[src/rtl/cpu_defs.sv]
// Shared CPU definitions: opcodes, ALU op codes, sequencer states.
// Used by the multi-cycle sequencer and the single-cycle decoder.
package cpu_defs;

  localparam logic [5:0] OP_ADD  = 6'b000000;
  localparam logic [5:0] OP_ADDI = 6'b000001;
  localparam logic [5:0] OP_SUB  = 6'b000010;
  localparam logic [5:0] OP_ORI  = 6'b010000;
  localparam logic [5:0] OP_AND  = 6'b010001;
  localparam logic [5:0] OP_OR   = 6'b010010;
  localparam logic [5:0] OP_MOVE = 6'b100000;
  localparam logic [5:0] OP_SW   = 6'b100110;
  localparam logic [5:0] OP_LW   = 6'b100111;
  localparam logic [5:0] OP_BEQ  = 6'b110000;
  localparam logic [5:0] OP_HALT = 6'b111111;

  localparam logic [2:0] ALU_ADD = 3'b000;
  localparam logic [2:0] ALU_SUB = 3'b001;
  localparam logic [2:0] ALU_OR  = 3'b011;
  localparam logic [2:0] ALU_AND = 3'b100;

  localparam int CNT_W = 32;

  typedef enum logic [2:0] {
    S_IF   = 3'b000,
    S_ID   = 3'b001,
    S_EXE  = 3'b010,
    S_MEM  = 3'b011,
    S_WB   = 3'b100,
    S_HALT = 3'b111
  } state_e;

  function automatic logic op_known(input logic [5:0] op);
    logic k;
    k = 1'b0;
    case (op)
      OP_ADD, OP_ADDI, OP_SUB,
      OP_ORI, OP_AND, OP_OR,
      OP_MOVE, OP_SW, OP_LW,
      OP_BEQ, OP_HALT: k = 1'b1;
      default:         k = 1'b0;
    endcase
    return k;
  endfunction

endpackage

[src/rtl/op_decode.sv]
// Opcode to datapath control decode (combinational).
// op -> alu_src_b, ext_sel, reg_out, alu_m2reg, alu_op.
module op_decode
  import cpu_defs::*;
(
  input  logic [5:0] op,
  output logic       alu_src_b,
  output logic       ext_sel,
  output logic       reg_out,
  output logic       alu_m2reg,
  output logic [2:0] alu_op
);

  always_comb begin
    alu_src_b = 1'b0;
    ext_sel   = 1'b1;
    reg_out   = 1'b1;
    alu_m2reg = 1'b0;
    alu_op    = ALU_ADD;
    case (op)
      OP_ADDI: begin
        alu_src_b = 1'b1;
        reg_out   = 1'b0;
      end
      OP_SUB: alu_op = ALU_SUB;
      OP_ORI: begin
        alu_src_b = 1'b1;
        ext_sel   = 1'b0;
        reg_out   = 1'b0;
        alu_op    = ALU_OR;
      end
      OP_AND: alu_op = ALU_AND;
      OP_OR:  alu_op = ALU_OR;
      OP_SW:  alu_src_b = 1'b1;
      OP_LW: begin
        alu_src_b = 1'b1;
        reg_out   = 1'b0;
        alu_m2reg = 1'b1;
      end
      OP_BEQ: alu_op = ALU_SUB;
      default: ;
    endcase
  end

endmodule

[src/rtl/multi_cycle_control.sv]
// Multi-cycle IF/ID/EXE/MEM/WB sequencer driving datapath controls.
// In: CLK, Reset(n), operation, zero. Out: enables, muxes, ALUOp, halted, state_o, instr_count.
module multi_cycle_control
  import cpu_defs::*;
(
  input  logic             CLK,
  input  logic             Reset,
  input  logic [5:0]       operation,
  input  logic             zero,
  output logic             PCWre,
  output logic             IRWre,
  output logic             ALUSrcB,
  output logic             ALUM2Reg,
  output logic             RegWre,
  output logic             InsMemRW,
  output logic             DataMemRW,
  output logic             ExtSel,
  output logic             PCSrc,
  output logic             RegOut,
  output logic [2:0]       ALUOp,
  output logic             halted,
  output logic [2:0]       state_o,
  output logic [CNT_W-1:0] instr_count
);

  state_e           state_q, state_d;
  logic [5:0]       op_q, op_q_d;
  logic [CNT_W-1:0] cnt_q, cnt_d;

  logic       dec_src_b, dec_ext, dec_reg_out, dec_m2reg;
  logic [2:0] dec_alu_op;

  logic       pc_we, ir_we, reg_we, dm_we;
  logic       src_b, ext, m2reg, reg_out, pc_src, hlt;
  logic [2:0] alu_op;

  op_decode u_dec (
    .op        (op_q),
    .alu_src_b (dec_src_b),
    .ext_sel   (dec_ext),
    .reg_out   (dec_reg_out),
    .alu_m2reg (dec_m2reg),
    .alu_op    (dec_alu_op)
  );

  always_ff @(posedge CLK) begin
    if (!Reset) begin
      state_q <= S_IF;
      op_q    <= 6'd0;
      cnt_q   <= '0;
    end else begin
      state_q <= state_d;
      op_q    <= op_q_d;
      cnt_q   <= cnt_d;
    end
  end

  always_comb begin
    state_d = state_q;
    op_q_d  = op_q;
    pc_we   = 1'b0;
    ir_we   = 1'b0;
    reg_we  = 1'b0;
    dm_we   = 1'b0;
    src_b   = 1'b0;
    ext     = 1'b1;
    m2reg   = 1'b0;
    reg_out = 1'b0;
    pc_src  = 1'b0;
    hlt     = 1'b0;
    alu_op  = ALU_ADD;
    unique case (state_q)
      S_IF: begin
        ir_we   = 1'b1;
        state_d = S_ID;
      end
      S_ID: begin
        op_q_d = operation;
        if (operation == OP_HALT) begin
          state_d = S_HALT;
        end else if (!op_known(operation)) begin
          // unknown opcode retires as a NOP
          pc_we   = 1'b1;
          state_d = S_IF;
        end else begin
          state_d = S_EXE;
        end
      end
      S_EXE: begin
        src_b  = dec_src_b;
        ext    = dec_ext;
        alu_op = dec_alu_op;
        if (op_q == OP_BEQ) begin
          pc_src  = zero;
          pc_we   = 1'b1;
          state_d = S_IF;
        end else if (op_q == OP_SW || op_q == OP_LW) begin
          state_d = S_MEM;
        end else begin
          state_d = S_WB;
        end
      end
      S_MEM: begin
        src_b  = dec_src_b;
        ext    = dec_ext;
        alu_op = dec_alu_op;
        if (op_q == OP_SW) begin
          dm_we   = 1'b1;
          pc_we   = 1'b1;
          state_d = S_IF;
        end else begin
          state_d = S_WB;
        end
      end
      S_WB: begin
        src_b   = dec_src_b;
        ext     = dec_ext;
        alu_op  = dec_alu_op;
        m2reg   = dec_m2reg;
        reg_out = dec_reg_out;
        reg_we  = 1'b1;
        pc_we   = 1'b1;
        state_d = S_IF;
      end
      S_HALT: begin
        hlt     = 1'b1;
        state_d = S_HALT;
      end
      default: state_d = S_IF;
    endcase
  end

  // reset low suppresses every write pulse combinationally
  always_comb begin
    PCWre     = Reset & pc_we;
    IRWre     = Reset & ir_we;
    RegWre    = Reset & reg_we;
    DataMemRW = Reset & dm_we;
    ALUSrcB   = Reset & src_b;
    ALUM2Reg  = Reset & m2reg;
    RegOut    = Reset & reg_out;
    PCSrc     = Reset & pc_src;
    halted    = Reset & hlt;
    ExtSel    = ~Reset | ext;
    ALUOp     = Reset ? alu_op : ALU_ADD;
    InsMemRW  = 1'b0;
    cnt_d     = cnt_q + CNT_W'(PCWre);
  end

  assign state_o     = state_q;
  assign instr_count = cnt_q;

endmodule
[config.mk]
export PLATFORM = sky130hd
export DESIGN_NAME = multi_cycle_control
export DESIGN_NICKNAME = d
export VERILOG_FILES = /design/src/rtl/cpu_defs.sv /design/src/rtl/op_decode.sv /design/src/rtl/multi_cycle_control.sv
export SDC_FILE = /design/constraint.sdc
export NUM_CORES = 1
export LEC_CHECK = 0
export CAP_MARGIN = 25
export CORE_ASPECT_RATIO = 1.25
export CORE_UTILIZATION = 35
export CTS_CLUSTER_SIZE = 10
export DETAILED_ROUTE_END_ITERATION = 8
export HOLD_SLACK_MARGIN = 0.15
export PLACE_DENSITY = 0.68
export SLEW_MARGIN = 20
export SYNTH_ARGS = -nofsm -noshare
export SYNTH_HDL_FRONTEND = slang
export SYNTH_SLANG_ARGS = --single-unit
[constraint.sdc]
create_clock -name CLK -period 4.3 [get_ports CLK]
set_input_delay 0.86 -clock CLK [delete_from_list [all_inputs] [get_ports CLK]]
set_output_delay 0.86 -clock CLK [all_outputs]
set_load 0.05 [all_outputs]
== Yosys cells after proc, flatten, opt, wreduce, memory -nomap -nowiden ==
Cells that the tools add are included.

* Input port bits: 9
* Bits in registers: 41

* Equal/unequal tests: 23
* Muxes and demuxes: 31
* Bitwise operators: 11
* Reduce and logical (&&, ||, !) cells: 9
* $add $sub $neg: 1

{| class="wikitable"
|+ Operators by type and width
! kind !! number
|-
| $eq A6 B6 Y1 const B || 8
|-
| $eq A6 B5 Y1 const B || 6
|-
| $add A32 B1 Y32 || 1
|-
| $mux W1 || 21
|-
| $mux W3 || 6
|-
| $pmux W3 S5 || 1
|-
| $eq A6 B1 Y1 const B || 2
|-
| $eq A6 B2 Y1 const B || 2
|-
| $reduce_or A11 Y1 || 1
|-
| $and A1 B1 Y1 || 9
|-
| $pmux W3 S3 || 1
|-
| $eq A3 B2 Y1 const B || 2
|-
| $eq A3 B3 Y1 const B || 2
|-
| $logic_not A6 Y1 || 1
|-
| $reduce_or A3 Y1 || 2
|-
| $pmux W1 S4 || 1
|-
| $reduce_or A2 Y1 || 2
|-
| $reduce_or A4 Y1 || 1
|-
| $eq A3 B1 Y1 const B || 1
|-
| $logic_not A3 Y1 || 1
|-
| $mux W2 || 1
|-
| $logic_or A1 B1 Y1 || 1
|-
| $not A1 Y1 || 1
|-
| $or A1 B1 Y1 || 1
|}

== Longest topological paths before layout ==
* Depth in word-level cells: 10
* Mapped depth: 12
* Gate-level depth less buffers: 10

== Modules after synthesis ==
Synthesis repeated with hierarchy kept, for this count alone.

* Cell total of the unflattened synthesis: 282
* Area total of the unflattened synthesis: 2,247.2 µm²

{| class="wikitable"
|+ Modules (own cells, without submodules)
! module !! cells each !! instances !! area an instance (µm²)
|-
| multi_cycle_control || 265 || 1 || 2,134.5
|-
| op_decode || 17 || 1 || 112.6
|}

== Least setup slack after synthesis ==
OpenSTA, ideal clock, no wires.

* Kind: reg-to-reg
* From: register state_q[1], in the netlist state_o[1]
* To: register cnt_q[20], in the netlist instr_count[20]
* Arrival time: 4,811 ps
* Stages on the path, launching flop included: 11
* Buffers on the path: 1
* Slack: -583 ps
* Clock period less this slack: 4,883 ps
* Path through: dfxtp_1 clkbuf_1 nand2b_1 nor4_1 or2_2 ha_1 ha_1 nand4_1 or4_1 or3_1 a21oi_1

* Word-level cells in the longest chain between the ends: 4

{| class="wikitable"
|+ Ends and longest elaborated chain
! item !! RTL line !! source
|-
| start: declaration || multi_cycle_control.sv:26 || <nowiki>state_e state_q, state_d;</nowiki>
|-
| start signal: assignment || multi_cycle_control.sv:52 || <nowiki>state_q <= state_d;</nowiki>
|-
| $eq A3 B3 Y1, or another cell as far along || multi_cycle_control.sv:72 || <nowiki>unique case (state_q)</nowiki>
|-
| $pmux W1 S4 * || multi_cycle_control.sv:72 ||
|-
| $and A1 B1 Y1 * || multi_cycle_control.sv:135 || <nowiki>PCWre = Reset & pc_we;</nowiki>
|-
| net PCWre || multi_cycle_control.sv:10 || <nowiki>output logic PCWre,</nowiki>
|-
| $add A32 B1 Y32 * || multi_cycle_control.sv:147 || <nowiki>cnt_d = cnt_q + CNT_W'(PCWre);</nowiki>
|-
| end signal: assignment || multi_cycle_control.sv:54 || <nowiki>cnt_q <= cnt_d;</nowiki>
|-
| end: declaration || multi_cycle_control.sv:28 || <nowiki>logic [CNT_W-1:0] cnt_q, cnt_d;</nowiki>
|}

Mark *: on every way through the listed nets, which the timed path passes. The rest lies on a longest branch.
A chain may end at the register's enable or synchronous reset.

== Worst setup path in the final report ==
* From: input Reset
* To: output RegWre

* Word-level cells in the longest chain between the ends: 1

{| class="wikitable"
|+ Ends and longest elaborated chain
! item !! RTL line !! source
|-
| start: declaration || multi_cycle_control.sv:7 || <nowiki>input logic Reset,</nowiki>
|-
| $and A1 B1 Y1 || multi_cycle_control.sv:137 || <nowiki>RegWre = Reset & reg_we;</nowiki>
|-
| end: declaration || multi_cycle_control.sv:14 || <nowiki>output logic RegWre,</nowiki>
|}

No other way between the ends.

==> results.json <==
{
  "yosysUniqueCellTypes": 40,
  "drv_cap": 0,
  "n_fill_cell": 557,
  "wire_per_inst_um": 14.1,
  "fmax_ghz": 0.254,
  "p_per_area_nw_per_um2": 257,
  "clkSinkCount": 41,
  "h-tree-depth": 2,
  "synthCells": 260,
  "die_w_um": 71.6,
  "antenna_found_initial": 0,
  "grtUsageTotal_pct": 17.0,
  "cts_setup_buffers": 0,
  "synth-main-ff-cell": "dfxtp_1",
  "antenna_left": 0,
  "grt_setup_unrepaired": "false",
  "layout.nets": 323,
  "fin_crit_sh_pct": 91.7,
  "final_core_util_pct": 48.3,
  "die_area_sq_um": 6370,
  "ctsHoldBuffers": 0,
  "routed_wirelength_um": 5340,
  "report.final.hold_viol_count": 0,
  "ys_ff_latch": 41,
  "vias_per_cell": 5.52,
  "holdWs_ns": 0.498,
  "dr.pass1.iters": 4,
  "status": "completed",
  "vias": 2087,
  "synth_edf_count": 0,
  "synth.area.top_cells": "dfxtp_1 (39%), a21oi_1 (5.4%), or4_1 (5.0%)",
  "synth.net_count": 271,
  "layout-drive-gt1-share_pct": 5.13,
  "critPathKind": "primary input to output pin",
  "grt_pass1_wl_um": 8510,
  "cp-end-kind": "output pin",
  "core_sq_um": 5820,
  "peakVddDrop_uv": 198,
  "grt_max_degree": 23,
  "clock_latency_ns": 0.29,
  "min_period_ns": 3.94,
  "initial_core_util_pct": 36.4,
  "clk_pin_slew_ns": 0.08,
  "cts_resized": 0,
  "cts_tree": "done",
  "drc": 0,
  "syn_area_sq_um": 2120,
  "wl_met3_um": 218,
  "gp_congestion": 0.834,
  "yosys.area.top_type": "dfxtp_1",
  "overflow": 0,
  "worst_slew_pin_slew_ns": 0.577,
  "drv_slew": 0,
  "hpwl_um": 3930,
  "worst_setup_path_start_kind": "primary input",
  "fin_tns_setup_ns": 0,
  "cts_buffer_depth": 2,
  "antenna_cells": 0,
  "cp.arrival_ns": 3.08,
  "yosysSeqAreaShare_pct": 38.8,
  "portBuffers": 56,
  "synthArstFlopShare_pct": 0,
  "yosys.area.top_type_share_pct": 38.8,
  "numCtsBuffers": 5,
  "p_leak_nw": 0.883,
  "max-slew-margin-rel_pct": 61.5,
  "hp-class": "register to register",
  "setup_viol": 0,
  "std_cell_rows": 31,
  "grt_pass1_vias": 1777,
  "cp_max_fo": 13,
  "cts_root_buf": "clkbuf_8",
  "final_cells": 378,
  "skew_ns": 0.00616,
  "die_y_um": 89.0,
  "syn_avg_cell_area_sq_um": 8.14,
  "wl_met2_um": 2540,
  "crit_required_ns": 3.44,
  "yosys_warnings": 0,
  "met1_length_um": 2480,
  "drt_iter0_markers": 95,
  "synthToLayoutAreaGrowth_pct": 32.8,
  "dp.cells": 371,
  "num_io_pins": 58,
  "highest_layer": "met4"
}
==> routing by layer <==
layer	track usage (%)	vias to the layer above
li1	-	1057
met1	22.7	971
met2	26.9	50
met3	3.49	9
met4	6.77	0
met5	0	-
==> cell usage in the layout, fill, tap and decap left out, drive strengths merged, types with 8 or more instances in the layout <==
cell type and count:
nand4 8, nor3 8, o31ai 12, dfxtp 41, nor2 22, or4 14
mux2i 8, xor2 8, nand2 22, nand3 13, clkdlybuf4s50 54, a21oi 23
==> worst max-delay path, cell delays in order <==
cell and delay [ns]:
clkdlybuf4s50_1 0.78, nand2b_1 0.20, nor3b_1 0.36, clkdlybuf4s50_1 0.88
==> final timing paths <==
path / startpoint / end / slack, ns / cells past startpoint
worst min-delay path: instr_count[30] / instr_count[30] / 0.50 / 2
worst max-delay path: Reset / RegWre / 0.36 / 4
worst max register to register: op_q[5] / instr_count[31] / 0.96 / 9
worst min register to register: instr_count[30] / instr_count[30] / 0.50 / 2
==> power breakdown <==
part           internal (W)  switching [W]  total (W)
Combinational     0.0000298      0.0000437  0.0000735
Sequential         0.000386      0.0000104   0.000396
Clock              0.000127       0.000128   0.000254
==> layout make-up <==
class / instances / area (sq um) / area share (%)
tap: 66 / 82.6 / 2.94
timing repair buffer: 58 / 571 / 20.3
multi-input combinational: 198 / 1220 / 43.3
sequential: 41 / 821 / 29.2
clock inverter: 1 / 7.51 / 0.267
inverter: 8 / 30.0 / 1.07
clock buffer: 6 / 82.6 / 2.94
==> sequential cells by signal (all words and copies together) (netlist names) <==
register,count
instr_count,32
op_q,6
state_o,3
==> cell usage after synthesis (4+ instances only) <==
cell      instances
dfxtp_1          41
a21oi_1          23
nand2_1          22
nor2_1           22
or4_1            14
nand3_1          12
o31ai_1          12
clkbuf_1          9
mux2i_1           8
nand4_1           8
nor3_1            8
xor2_1            8
inv_1             7
nor4_1            7
o21ai_0           7
or3_1             7
and4_1            5
xnor2_1           5
nand2b_1          4
==> cell families (layout without fill, tap and decap cells) <==
| family | after synthesis | count (layout) | share of synthesized area [%] |
|---|---|---|---|
| muxes | 8 | 8 | 3.78 |
| AOI/OAI and AO/OA | 48 | 48 | 13.6 |
| xor gates and xnor gates | 13 | 13 | 5.38 |
| and+or+nand+nor | 125 | 125 | 32.6 |
| buffers and inverters | 21 | 73 | 4.02 |
| adders and majority gates | 3 | 3 | 1.65 |
| other | 1 | 1 | 0.177 |
| DFF | 41 | 41 | 38.8 |
==> stage by stage <==
step	power, W	setup slack [ns]	instance area, sq um
after global placement	0.000479	0.302	2720
after CTS	0.000735	0.385	2810
after detailed placement	0.000478	0.279	2720
after floorplan	0.000452	0.0617	2120
final	0.000724	0.358	2810
after global routing	0.000757	0.241	2810
Power figures use the tool's default switching activity.
